===== src/rtl/bsg_fifo_1r1w_early.sv =====
// ---------------------------------------------------------------------------
// bsg_fifo_1r1w_early
//
// Small circular-buffer FIFO used as the backing store behind a FIFO-bypass
// stage. Every output is "early": ready_o, v_o and data_o come only from
// flops, so v_i and yumi_i are free to arrive late in the cycle. There is no
// internal bypass. A freshly written entry first appears on data_o in the
// cycle after it is written.
//
// Parameters:
//   width_p            data width in bits (>= 1)
//   els_p              number of entries (>= 2, need not be a power of two)
//   ready_THEN_valid_p 1: producer only raises v_i while ready_o=1
//                      0: v_i may be raised any time; enqueue is gated by ready_o
//
// Ports:
//   clk_i    in   rising-edge clock
//   reset_i  in   synchronous active-high reset; discards all contents
//   data_i   in   enqueue data (late)
//   v_i      in   enqueue valid (late)
//   ready_o  out  space available (registered)
//   data_o   out  head-of-queue data (flop array muxed by registered read pointer)
//   v_o      out  queue non-empty (registered)
//   yumi_i   in   dequeue the head this cycle (late); only legal while v_o=1
// ---------------------------------------------------------------------------
module bsg_fifo_1r1w_early #(
  parameter int width_p            = 8,
  parameter int els_p              = 4,
  parameter bit ready_THEN_valid_p = 1'b0
) (
  input  logic               clk_i,
  input  logic               reset_i,
  input  logic [width_p-1:0] data_i,
  input  logic               v_i,
  output logic               ready_o,
  output logic [width_p-1:0] data_o,
  output logic               v_o,
  input  logic               yumi_i
);

  localparam int ptr_w_lp = (els_p > 1) ? $clog2(els_p) : 1;
  localparam int cnt_w_lp = $clog2(els_p + 1);
  localparam logic [ptr_w_lp-1:0] last_ptr_lp = ptr_w_lp'(els_p - 1);
  localparam logic [cnt_w_lp-1:0] full_cnt_lp = cnt_w_lp'(els_p);

  // Reject illegal parameterisations at elaboration time.
  if (els_p < 2) begin : g_els_check
    $error("bsg_fifo_1r1w_early: els_p must be >= 2");
  end
  if (width_p < 1) begin : g_width_check
    $error("bsg_fifo_1r1w_early: width_p must be >= 1");
  end

  logic [width_p-1:0]  mem_q [els_p];
  logic [ptr_w_lp-1:0] rptr_q, rptr_d;
  logic [ptr_w_lp-1:0] wptr_q, wptr_d;
  logic [cnt_w_lp-1:0] count_q, count_d;
  logic                full_q, full_d;
  logic                empty_q, empty_d;
  logic                enq, deq;

  // Outputs come straight from flops so they never depend on late inputs.
  assign ready_o = ~full_q;
  assign v_o     = ~empty_q;
  assign data_o  = mem_q[rptr_q];

  // Next-state logic for pointers, occupancy and the registered full/empty
  // flags. Full/empty are derived from the next count so they can be
  // registered and presented early next cycle. Pointers wrap with an
  // explicit compare so non-power-of-two depths work.
  always_comb begin
    enq     = ready_THEN_valid_p ? v_i : (v_i & ready_o);
    deq     = yumi_i;
    wptr_d  = wptr_q;
    rptr_d  = rptr_q;
    count_d = count_q;

    if (enq) begin
      wptr_d = (wptr_q == last_ptr_lp) ? '0 : wptr_q + 1'b1;
    end
    if (deq) begin
      rptr_d = (rptr_q == last_ptr_lp) ? '0 : rptr_q + 1'b1;
    end

    case ({enq, deq})
      2'b10:   count_d = count_q + 1'b1;
      2'b01:   count_d = count_q - 1'b1;
      default: count_d = count_q;
    endcase

    full_d  = (count_d == full_cnt_lp);
    empty_d = (count_d == '0);
  end

  // Control state register. Reset empties the queue and ignores v_i/yumi_i.
  always_ff @(posedge clk_i) begin
    if (reset_i) begin
      rptr_q  <= '0;
      wptr_q  <= '0;
      count_q <= '0;
      full_q  <= 1'b0;
      empty_q <= 1'b1;
    end else begin
      rptr_q  <= rptr_d;
      wptr_q  <= wptr_d;
      count_q <= count_d;
      full_q  <= full_d;
      empty_q <= empty_d;
    end
  end

  // Storage array is not reset; stale contents are hidden behind v_o=0.
  // A simultaneous write and read never hit the same entry because the
  // read side only ever sees entries written in earlier cycles.
  always_ff @(posedge clk_i) begin
    if (enq && !reset_i) begin
      mem_q[wptr_q] <= data_i;
    end
  end

  // Simulation-only protocol checks on the late inputs.
  always_ff @(posedge clk_i) begin
    if (!reset_i) begin
      assert (!(yumi_i && !v_o))
        else $error("bsg_fifo_1r1w_early: yumi_i asserted while v_o=0");
      if (ready_THEN_valid_p) begin
        assert (!(v_i && !ready_o))
          else $error("bsg_fifo_1r1w_early: v_i asserted while ready_o=0");
      end
    end
  end

endmodule


===== config.mk =====
export PLATFORM = sky130hd
export DESIGN_NAME = bsg_fifo_1r1w_early
export DESIGN_NICKNAME = d
export VERILOG_FILES = /design/src/rtl/bsg_fifo_1r1w_early.sv
export SDC_FILE = /design/constraint.sdc
export NUM_CORES = 1
export LEC_CHECK = 0
export BUFFER_PORTS_ARGS = -buffer_cell sky130_fd_sc_hd__buf_4
export CAP_MARGIN = 20
export CORE_UTILIZATION = 50
export CTS_CLUSTER_SIZE = 20
export DETAILED_ROUTE_END_ITERATION = 10
export PLACE_DENSITY = 0.73
export SYNTH_ARGS = -nofsm -noshare
export SYNTH_HDL_FRONTEND = slang
export SYNTH_SLANG_ARGS = --single-unit

===== constraint.sdc =====
create_clock -name clk_i -period 1.9 [get_ports clk_i]
set_input_delay 0.285 -clock clk_i [delete_from_list [all_inputs] [get_ports clk_i]]
set_output_delay 0.285 -clock clk_i [all_outputs]
set_load 0.01 [all_outputs]

# Word level (Yosys, flattened, before mapping)
# Memory sizes are Yosys's and may differ from the RTL's. A register that Yosys moved wholly into a read port is not among the register bits.
# Index checks and enable logic that the tools add are counted.
word_totals:
  register_bits: 9
  input_bits: 12
  word_cells: 28
  n_memories: 1
  ram_bits: 32
  out_inout_bits: 10
classes:
  n_mux: 7
  reduce_logical: 3
  addsub: 4
  n_bitwise: 3
  n_eq_ne: 5
mem_list:
  columns: ["memory", "words", "word_bits", "rd", "rd_ports_with_merged_regs", "write_ports", "line", "text"]
  rows:
  - ["mem_q", 4, 8, 1, 1, 1, "54", "logic [width_p-1:0] mem_q [els_p];"]
op_table:
  columns: ["operator", "n"]
  rows:
  - ["$mux W2", 4]
  - ["$eq A2 B2 Y1 const B", 3]
  - ["$pmux W3 S2", 1]
  - ["$add A2 B1 Y2 const B", 2]
  - ["$add A3 B1 Y3 const B", 1]
  - ["$eq A3 B3 Y1 const B", 1]
  - ["$logic_not A3 Y1", 1]
  - ["$sub A3 B1 Y3 const B", 1]
  - ["$eq A2 B1 Y1 const B", 1]
  - ["$mux W1", 2]
  - ["$not A1 Y1", 2]
  - ["$and A1 B1 Y1", 1]
  - ["$logic_and A1 B1 Y1", 1]
  - ["$logic_not A1 Y1", 1]

# Depth between registers and ports, before layout
# Gate-level depths: netlist (run 1).
logic_depth:
  depth_word: 5
  ltp_mapped: 8

# Worst setup path before layout (run 1)
# No wires, ideal clock.
synth_timing:
  path_type: "input to register"
  from: "in v_i"
  to: "reg empty_q"
  path_buffers: 0
  stages: 8
  slack_ns: -0.094
  setup_ns: 0.116
  arrival_ns: 1.879
  cell_sequence: "nor2b_1 > inv_1 > ha_1 > inv_1 > fa_1 > xor2_1 > or4_4 > and3_1"
synth_via:
  elab_chain_len: 4
  word_cells_on_any_way: 5
  classes_between: "eq/ne (2); mux (1); bitwise (1); reduce/logical (1)"
synth_lines:
  columns: ["item", "line", "text"]
  rows:
  - ["start: declaration", "34", "input logic v_i,"]
  - ["$and A1 B1 Y1 (*)", "72", "enq = ready_THEN_valid_p ? v_i : (v_i & ready_o);"]
  - ["$eq A2 B1 Y1 / $eq A2 B2 Y1 (equally long branches)", "85", "case ({enq, deq})"]
  - ["$pmux W3 S2 (*)", "85", null]
  - ["$logic_not A3 Y1 (*)", "92", "empty_d = (count_d == '0);"]
  - ["end signal: assignment", "108", "empty_q <= empty_d;"]
  - ["end: declaration", "59", "logic empty_q, empty_d;"]
# Every way passes the cells marked *; elsewhere a longest branch is shown, timed or not.
# A chain may end at the register's enable or synchronous reset.

# Worst setup path in the final report (run 1)
layout_timing:
  from: "reg full_q"
  to: "reg empty_q"
layout_via:
  elab_chain_len: 5
  word_cells_on_any_way: 6
  classes_between: "eq/ne (2); mux (1); bitwise (2); reduce/logical (1)"
layout_lines:
  columns: ["item", "line", "text"]
  rows:
  - ["start: declaration", "58", "logic full_q, full_d;"]
  - ["start signal: assignment", "107", "full_q <= full_d;"]
  - ["$not A1 Y1 (*)", "63", "assign ready_o = ~full_q;"]
  - ["$and A1 B1 Y1 (*)", "72", null]
  - ["$eq A2 B1 Y1 / $eq A2 B2 Y1 (equally long branches)", "85", null]
  - ["$pmux W3 S2 (*)", "85", null]
  - ["$logic_not A3 Y1 (*)", "92", null]
# Marks and branches as above.

==> results.sh, run 1 <==
export IMPL_status="finished, violations left"
export IMPL_violations="setup timing"
export IMPL_fp_dieH_um=60.32
export IMPL_place_area_um2=1954
export IMPL_maxCapViolCount=0
export IMPL_relSlewSlack=0.7021
export IMPL_overflow=0
export IMPL_cts_sinks=43
export IMPL_yosysUniqueCellTypes=24
export IMPL_vias=892
export IMPL_drt_total_wl_um=2657
export IMPL_die_area_um2=3638
export IMPL_crit_end="empty_q$_SDFF_PP1_"
export IMPL_synth_top_area_cell="edfxtp_1"
export IMPL_final_common_cell="edfxtp_1"
export IMPL_final_setup_tns_ns=-0.02332
export IMPL_fin_area_um2=2056
export IMPL_cts_tree="built"
export IMPL_post_drt_wl_per_cell_um=15.10
export IMPL_syn_area_um2=1700
export IMPL_clock_fmax_ghz=0.5199
export IMPL_ir_drop_v=0.0004519
export IMPL_rsz0062_at_grt="true"
export IMPL_path_class="reg2reg"
export IMPL_place_congestion=0.6283
export IMPL_core_rowCount=20
export IMPL_viasPerCell=5.068
export IMPL_power_leakage_nw=0.7767
export IMPL_grt_max_degree=15
export IMPL_cp_max_fo=3
export IMPL_setup_viol=1
export IMPL_grt_use_total=0.1758
export IMPL_tightest_slew_ns=0.4468
export IMPL_core_area_um2=3128
export IMPL_ys_warn_count=0
export IMPL_startpoint_type="flop"
export IMPL_synthCells=100
export IMPL_grt_busiest_layer="met2"
export IMPL_clk_latency_ns=0.34
export IMPL_antenna_found_initial=0
export IMPL_power_mw=1.966
export IMPL_met2_usage=0.2810
export IMPL_avgSynthCellArea_um2=17.00
export IMPL_met3_usage=0.04545
export IMPL_nFillCells=231
export IMPL_min_path_cells=1
export IMPL_drt_antenna_violating_nets=0
export IMPL_numCtsBuffers=5
export IMPL_drive_gt1_frac=0.4015
export IMPL_synth_seq_cells=43
export IMPL_layout_setup_ws_ns=-0.02332
export IMPL_end_kind="flop"
export IMPL_hold_class="in2reg"
export IMPL_crit_start="full_q$_SDFF_PP0_"
export IMPL_final_max_slew_viol_count=0
export IMPL_final_cells=176
export IMPL_clockBufferDepth=2
export IMPL_syn_nets=119
export IMPL_hpwlAfterDp_um=1917
export IMPL_cts_max_level=2
export IMPL_start_util=0.5436
export IMPL_ys_top_cells_by_area="edfxtp_1, dfxtp_1, mux4_2"
export IMPL_arrival_ns=2.17
export IMPL_dp_cells=167
export IMPL_firstDrtPassIters=4
export IMPL_io_pins=22
export IMPL_grt_pass1_wl_um=4402
export IMPL_fin_crit_ns=1.923
export IMPL_drc=0
export IMPL_hold_viol=0
export IMPL_yosys_area_top_type_share=0.5651
export IMPL_ys_seq_area_frac=0.6946
export IMPL_power_density_nw_per_um2=956.4
export IMPL_post_route_period_util=1.012
export IMPL_syn2layout_area_growth_pct=20.90
export IMPL_clkTransAtPathRegs_ns=0.13
export IMPL_diodes=0
export IMPL_use_met1=0.2254
export IMPL_port_buffer_count=21
export IMPL_dieWidth_um=60.32
export IMPL_grt_pass1_vias=934
export IMPL_r2r_end="empty_q$_SDFF_PP1_"
export IMPL_critical_path_required_ns=2.15
export IMPL_final_cell_mix="edfxtp_1, buf_4, dfxtp_1, mux4_2, nor2_1"
export IMPL_rr_startpoint="full_q$_SDFF_PP0_"
export IMPL_cts_root_buffer="clkbuf_4"
export IMPL_drtIter0Drc=27
export IMPL_worstRegToRegCells=8
export IMPL_fin_worst_skew_ns=0.009409
export IMPL_r2r_slack_ns=-0.02
export IMPL_nNetsFinal=150
state kept, by name (all words and copies together) (netlist names), named ones only:
register / cells
count_q: 3
empty_q: 1
full_q: 1
mem_q: 32
rptr_q: 2
wptr_q: 2
routing by layer:
metal,part of all wire,up-vias
li1,-,430
met1,0.44,437
met2,0.50,19
met3,0.040,6
met4,0.017,0
met5,0,-
critical path, stage by stage, from the launching register on:
cell	delay, ns
dfxtp_2	0.37
nor2b_4	0.04
inv_2	0.07
ha_4	0.13
inv_2	0.04
fa_2	0.33
xor2_1	0.16
or4_4	0.50
and3_4	0.19
how the worst min path moves through the flow:
stage,start,to
finish,data_i[3],mem_q[1][3]$_DFFE_PP_
detailed placement,data_i[3],mem_q[2][3]$_DFFE_PP_
global route,data_i[4],mem_q[3][4]$_DFFE_PP_
CTS,data_i[4],mem_q[3][4]$_DFFE_PP_
floorplan,data_i[0],mem_q[0][0]$_DFFE_PP_
global placement,data_i[7],mem_q[0][7]$_DFFE_PP_
metrics by stage:
stage	setup WS, ns	util	hold slack, ns
after global routing	-0.06816	0.6572	0.1067
after floorplan	0.009903	-	0.3839
after global placement	-0.09741	0.6248	0.4849
final	-0.02332	0.6572	0.1302
after CTS	-0.03069	0.6540	0.1217
after detailed placement	-0.1548	0.6248	0.4909
timing repair:
| action | CTS | global route |
|---|---|---|
| hold buffers | 0 | 0 |
| setup buffers | 0 | 1 |
| resized for setup | 3 | 1 |
| endpoints found under the setup margin | 7 | 8 |
| cloned | 0 | 0 |
where the power goes:
part           switching (mW)  internal, mW  total (mW)
registers              0.0346          1.06        1.10
logic                   0.136         0.170       0.306
clock network           0.284         0.277       0.561
Yosys cell counts, drive strengths merged:
master	count
and2	4
and3	1
ha	6
nor2	7
or4	1
xor2	2
nor3b	1
mux2i	3
mux4	8
edfxtp	32
buf	3
inv	8
fa	1
a211o	1
dfxtp	11
a21oi	3
o21ai	1
and2b	2
a211oi	1
nand2	3
nor2b	1
cell type report:
cell class | instances | area, um2 | area share
clock buffers | 5 | 37.54 | 0.01826
well taps | 44 | 55.05 | 0.02678
inverters | 8 | 30.03 | 0.01461
flip-flops and latches | 43 | 1186 | 0.5770
multi-input cells | 46 | 496.7 | 0.2416
repair buffers | 27 | 206.4 | 0.1004
clock inverters | 3 | 43.79 | 0.02130
kinds of logic (layout without fill, tap and decap cells):
kind of cell	Yosys count	after routing	share of synthesized area
AOI/OAI and AO/OA	6	6	0.02134
buffers and inverters	11	43	0.02943
adders and majority gates	7	7	0.05592
DFF	43	43	0.6946
muxes	11	11	0.1236
xor gates and xnor gates	2	2	0.01030
and+or+nand+nor	20	20	0.06476
Note: power is estimated with default switching activity, not from simulation.
==> run 2, diff against run 1 <==
--- a/config.mk
+++ b/config.mk
@@ -11,6 +11,7 @@
 export CTS_CLUSTER_SIZE = 20
 export DETAILED_ROUTE_END_ITERATION = 10
 export PLACE_DENSITY = 0.73
+export RECOVER_POWER = 100
 export SYNTH_ARGS = -nofsm -noshare
 export SYNTH_HDL_FRONTEND = slang
 export SYNTH_SLANG_ARGS = --single-unit
==> run 2 against run 1 <==
  * The run still ends with setup timing left
  * Wire length rose by 0.15%
  * Via count rose by 0.45%
  * Clock skew about the same
  * Count of clock-buffer cells in the layout unchanged
  * Worst hold slack better by 0.045 ns
  * Register-to-register slack is essentially flat
  * First-iteration DRC count rose by 48%
  * Non-clock buffer count stayed put
  * Core utilization shrank 1.4 points
  * Sequential share of layout area increased by 1.1 points
  * Critical endpoint unchanged
==> results.sh, run 2 (synthesis results as in run 1) <==
export IMPL_cts_sinks=43
export IMPL_fp_dieH_um=60.32
export IMPL_grt_use_total=0.1758
export IMPL_use_met1=0.2254
export IMPL_final_max_slew_viol_count=0
export IMPL_r2r_end="empty_q$_SDFF_PP1_"
export IMPL_drt_total_wl_um=2661
export IMPL_reg_largest_list="mem_q x32, count_q x3"
export IMPL_cts_tree="built"
export IMPL_core_rowCount=20
export IMPL_startpoint_type="flop"
export IMPL_grt_max_degree=15
export IMPL_rsz0062_at_grt="true"
export IMPL_clkTransAtPathRegs_ns=0.12
export IMPL_drt_antenna_violating_nets=0
export IMPL_place_congestion=0.6283
export IMPL_diodes=0
export IMPL_die_area_um2=3638
export IMPL_status="finished, violations left"
export IMPL_vias=896
export IMPL_final_common_cell="edfxtp_1"
export IMPL_clockBufferDepth=2
export IMPL_fin_crit_ns=1.923
export IMPL_power_density_nw_per_um2=969.7
export IMPL_cts_root_buffer="clkbuf_4"
export IMPL_drc=0
export IMPL_syn2layout_area_growth_pct=18.25
export IMPL_path_cells="nor2b_4 -> inv_2 -> ha_4 -> inv_2 -> fa_2 -> xor2_1 -> or4_4 -> and3_4"
export IMPL_hold_viol=0
export IMPL_core_area_um2=3128
export IMPL_arrival_ns=2.18
export IMPL_place_ws_ns=-0.1548
export IMPL_grt_busiest_layer="met2"
export IMPL_hold_path_end="wptr_q[1]$_SDFFE_PP0P_"
export IMPL_cp_buffers_inverters=2
export IMPL_start_util=0.5436
export IMPL_dp_cells=167
export IMPL_io_pins=22
export IMPL_power_mw=1.950
export IMPL_clock_fmax_ghz=0.5199
export IMPL_cp_slowest_cell="or4_4"
export IMPL_setup_viol=1
export IMPL_end_kind="flop"
export IMPL_r2r_slack_ns=-0.02
export IMPL_tightest_slew_ns=0.4448
export IMPL_path_class="reg2reg"
export IMPL_critical_path_required_ns=2.15
export IMPL_power_leakage_nw=0.7407
export IMPL_layout_setup_ws_ns=-0.02349
export IMPL_violations="setup timing"
export IMPL_drtIter0Drc=40
export IMPL_hold_class="in2reg"
export IMPL_final_setup_tns_ns=-0.02349
export IMPL_worst_path_largest_cell_delay_ns=0.50
export IMPL_final_cell_mix="edfxtp_1, buf_4, dfxtp_1, clkbuf_1"
export IMPL_drive_gt1_frac=0.3258
export IMPL_met3_usage=0.04545
export IMPL_hold_buffers=0
export IMPL_worstRegToRegCells=8
export IMPL_fin_worst_skew_ns=0.009347
export IMPL_rr_startpoint="full_q$_SDFF_PP0_"
export IMPL_grt_pass1_vias=934
export IMPL_maxCapViolCount=0
export IMPL_port_buffer_count=21
export IMPL_hpwlAfterDp_um=1917
export IMPL_relSlewSlack=0.7035
export IMPL_post_drt_wl_per_cell_um=15.12
export IMPL_largest_reg_flops=32
export IMPL_crit_family="simple AND/OR/NAND/NOR gates"
export IMPL_min_path_cells=2
export IMPL_post_route_period_util=1.012
export IMPL_cp_common_cell="inv_2"
export IMPL_fin_area_um2=2011
export IMPL_viasPerCell=5.091
export IMPL_antenna_found_initial=0
export IMPL_firstDrtPassIters=4
export IMPL_numCtsBuffers=5
export IMPL_ir_drop_v=0.0004515
export IMPL_grt_pass1_wl_um=4402
export IMPL_top_register="mem_q"
export IMPL_cts_max_level=2
export IMPL_final_cells=176
export IMPL_overflow=0
export IMPL_place_area_um2=1954
export IMPL_dieWidth_um=60.32
export IMPL_clk_latency_ns=0.34
export IMPL_nFillCells=240
export IMPL_met2_usage=0.2810
export IMPL_nNetsFinal=150
export IMPL_cp_max_fo=3
export IMPL_worstHoldStart="reset_i"
## run 2: cell count changes in the layout (fill, tap and decap cells not counted), sizes merged
cell / change
clkbuf: +15
buf: -15
## run 2: metal layers
| metal | share of wire | routed length, um |
|---|---|---|
| met1 | 0.44 | 1165 |
| met2 | 0.50 | 1335 |
| met3 | 0.042 | 112 |
| met4 | 0.017 | 46 |
| met5 | 0 | 0 |
## run 2: repair_timing
action	4_1_cts	5_1_grt
setup buffers	0	1
setup endpoints to repair	7	8
endpoints found under the hold margin	0	0
gates resized for setup	3	1
## run 2: how the worst max path moves through the flow
stage | cells after the start | endpoint | slack [ns] | startpoint
after global routing | 8 | empty_q$_SDFF_PP1_ | -0.07 | full_q$_SDFF_PP0_
after floorplan | 8 | empty_q$_SDFF_PP1_ | 0.01 | v_i
after global placement | 9 | empty_q$_SDFF_PP1_ | -0.1 | v_i
after CTS | 8 | empty_q$_SDFF_PP1_ | -0.03 | full_q$_SDFF_PP0_
after detailed placement | 9 | empty_q$_SDFF_PP1_ | -0.15 | v_i
final | 8 | empty_q$_SDFF_PP1_ | -0.02 | full_q$_SDFF_PP0_
## run 2: per-stage QoR
step	util	hold WS, ns
6_report	0.6428	0.1752
3_3_place_gp	0.6248	0.4849
3_5_place_dp	0.6248	0.4909
2_1_floorplan	-	0.3839
5_1_grt	0.6428	0.1613
4_1_cts	0.6540	0.1217
## run 2: layout make-up
cell class | count | area, um2 | share of cell area
clock buffer | 5 | 37.54 | 0.01867
clock inverter | 3 | 43.79 | 0.02178
inverter | 8 | 30.03 | 0.01493
multi-input combinational | 46 | 496.7 | 0.2470
sequential | 43 | 1182 | 0.5880
tap | 44 | 55.05 | 0.02738
timing repair buffer | 27 | 165.2 | 0.08214
## run 2: worst register-to-register path: cells and delay by family (launching register included)
kind,cells,cell delay (ns)
AND/OR/NAND/NOR,3,0.73
adder cells (fa/ha/maj),2,0.46
flip-flops,1,0.37
XOR/XNOR,1,0.16
buffers and inverters,2,0.11
## run 2: power by group
group	internal (mW)	total [mW]	switching, mW
clock network	0.277	0.562	0.285
logic	0.153	0.289	0.135
registers	1.06	1.10	0.0349
total	1.49	1.95	0.455
==> run 3, diff against run 2 <==
--- a/config.mk
+++ b/config.mk
@@ -7,10 +7,10 @@
 export LEC_CHECK = 0
 export BUFFER_PORTS_ARGS = -buffer_cell sky130_fd_sc_hd__buf_4
 export CAP_MARGIN = 20
-export CORE_UTILIZATION = 50
-export CTS_CLUSTER_SIZE = 20
+export CORE_UTILIZATION = 55
+export CTS_CLUSTER_SIZE = 16
 export DETAILED_ROUTE_END_ITERATION = 10
-export PLACE_DENSITY = 0.73
+export PLACE_DENSITY = 0.76
 export RECOVER_POWER = 100
 export SYNTH_ARGS = -nofsm -noshare
 export SYNTH_HDL_FRONTEND = slang
==> constraint.sdc (replaced) <==
create_clock -name clk_i -period 2.2 [get_ports clk_i]
set_input_delay 0.33 -clock clk_i [delete_from_list [all_inputs] [get_ports clk_i]]
set_output_delay 0.33 -clock clk_i [all_outputs]
set_load 0.01 [all_outputs]
==> run 3 against run 2 <==
  * The flow finishes with violations (DRC)
  * Sequential share of layout area increased by 4.0 points
  * Cell count is 9.1% lower
  * Core utilization increased by 1.6 points
  * Largest cell class unchanged
  * Register-to-register slack better by 0.19 ns
==> results.sh, run 3 (synthesis results as in run 1) <==
export IMPL_core_area_um2=2853
export IMPL_grt_use_total=0.1867
export IMPL_viasPerCell=5.475
export IMPL_clkTransAtPathRegs_ns=0.11
export IMPL_r2r_slack_ns=0.17
export IMPL_layout_setup_ws_ns=0.1708
export IMPL_clk_latency_ns=0.35
export IMPL_place_ws_ns=0.008351
export IMPL_hpwlAfterDp_um=1846
export IMPL_power_leakage_nw=0.6649
export IMPL_grt_pass1_wl_um=4222
export IMPL_hold_buffers=0
export IMPL_post_route_period_util=0.9224
export IMPL_relSlewSlack=0.5972
export IMPL_tightest_slew_ns=0.6039
export IMPL_die_area_um2=3318
export IMPL_reg_largest_list="mem_q x32, count_q x3"
export IMPL_vias=876
export IMPL_start_util=0.5961
export IMPL_drc=2
export IMPL_final_common_cell="edfxtp_1"
export IMPL_io_pins=22
export IMPL_cts_tree="built"
export IMPL_drt_antenna_violating_nets=0
export IMPL_drtIter0Drc=21
export IMPL_port_buffer_count=21
export IMPL_hold_class="in2reg"
export IMPL_top_register="mem_q"
export IMPL_violations="DRC"
export IMPL_diodes=0
export IMPL_power_density_nw_per_um2=802.6
export IMPL_postCtsSetupBuffers=0
export IMPL_power_mw=1.508
export IMPL_grt_max_degree=14
export IMPL_cts_max_level=2
export IMPL_drt_total_wl_um=2530
export IMPL_final_max_slew_viol_count=0
export IMPL_hold_viol=0
export IMPL_critical_path_required_ns=2.45
export IMPL_post_drt_wl_per_cell_um=15.81
export IMPL_drive_gt1_frac=0.1705
export IMPL_dieWidth_um=57.60
export IMPL_core_rowCount=19
export IMPL_path_class="reg2reg"
export IMPL_cts_resized=0
export IMPL_worstHoldStart="reset_i"
export IMPL_overflow=0
export IMPL_cp_max_fo=3
export IMPL_crit_start="full_q$_SDFF_PP0_"
export IMPL_startpoint_type="flop"
export IMPL_clockBufferDepth=2
export IMPL_fin_worst_skew_ns=0.006138
export IMPL_final_cell_mix="edfxtp_1, clkbuf_1, dfxtp_1, inv_1, mux4_2"
export IMPL_firstDrtPassIters=6
export IMPL_final_setup_tns_ns=0
export IMPL_syn2layout_area_growth_pct=10.52
export IMPL_nNetsFinal=147
export IMPL_fin_crit_ns=2.029
export IMPL_fp_dieH_um=57.60
export IMPL_end_kind="flop"
export IMPL_antenna_found_initial=0
export IMPL_ir_drop_v=0.0006054
export IMPL_status="finished, violations left"
export IMPL_cts_root_buffer="clkbuf_4"
export IMPL_grt_pass1_vias=919
export IMPL_maxCapViolCount=0
export IMPL_numCtsBuffers=5
export IMPL_setup_viol=0
export IMPL_rsz0062_at_grt="false"
export IMPL_largest_reg_flops=32
export IMPL_rr_startpoint="full_q$_SDFF_PP0_"
export IMPL_nFillCells=219
export IMPL_arrival_ns=2.28
export IMPL_place_congestion=0.6423
export IMPL_cts_sinks=43
export IMPL_clock_fmax_ghz=0.4928
run 3: routing by layer:
metal | part of all wire | vias to the layer above | track usage | wire length [um]
met5 | 0 | - | 0 | 0
met4 | 0.028 | 0 | 0.1150 | 70
met3 | 0.043 | 7 | 0.04989 | 109
met2 | 0.51 | 19 | 0.3090 | 1280
met1 | 0.42 | 426 | 0.2168 | 1069
li1 | - | 424 | - | -
run 3: worst paths after layout:
kind / end / cells after the start
worst max-delay path: empty_q$_SDFF_PP1_ / 8
worst min-delay path: wptr_q[1]$_SDFFE_PP0P_ / 2
worst max register to register: empty_q$_SDFF_PP1_ / 8
worst min register to register: wptr_q[1]$_SDFFE_PP0P_ / 2
run 3: metrics by stage:
step / cell area [um2] / util / cells / hold slack [ns]
after floorplan: 1700 / - / 100 / 0.4289
after global placement: 1899 / 0.6658 / 152 / 0.4851
after detailed placement: 1899 / 0.6658 / 152 / 0.4990
after CTS: 1953 / 0.6846 / 160 / 0.1656
after global routing: 1879 / 0.6588 / 160 / 0.2029
final: 1879 / 0.6588 / 160 / 0.2187
run 3: power breakdown:
part / switching, mW / internal (mW)
sequential: 0.0265 / 0.919
clock: 0.235 / 0.123
combinational: 0.111 / 0.0945
run 3: worst max-delay path, stage by stage (launching register included):
cell and delay (ns):
dfxtp_1 0.35, nor2b_1 0.05, inv_1 0.07, ha_1 0.18, inv_1 0.07, fa_1 0.40
xor2_1 0.18, or4_1 0.45, and3_1 0.19
run 3: cell type report:
class,instances,area (um2),share of cell area
sequential,43,1181,0.6285
multi-input combinational,46,465.4,0.2477
clock buffer,6,41.29,0.02197
tap,31,38.79,0.02064
inverter,8,30.03,0.01598
clock inverter,2,12.51,0.006658
timing repair buffer,24,110.1,0.05859
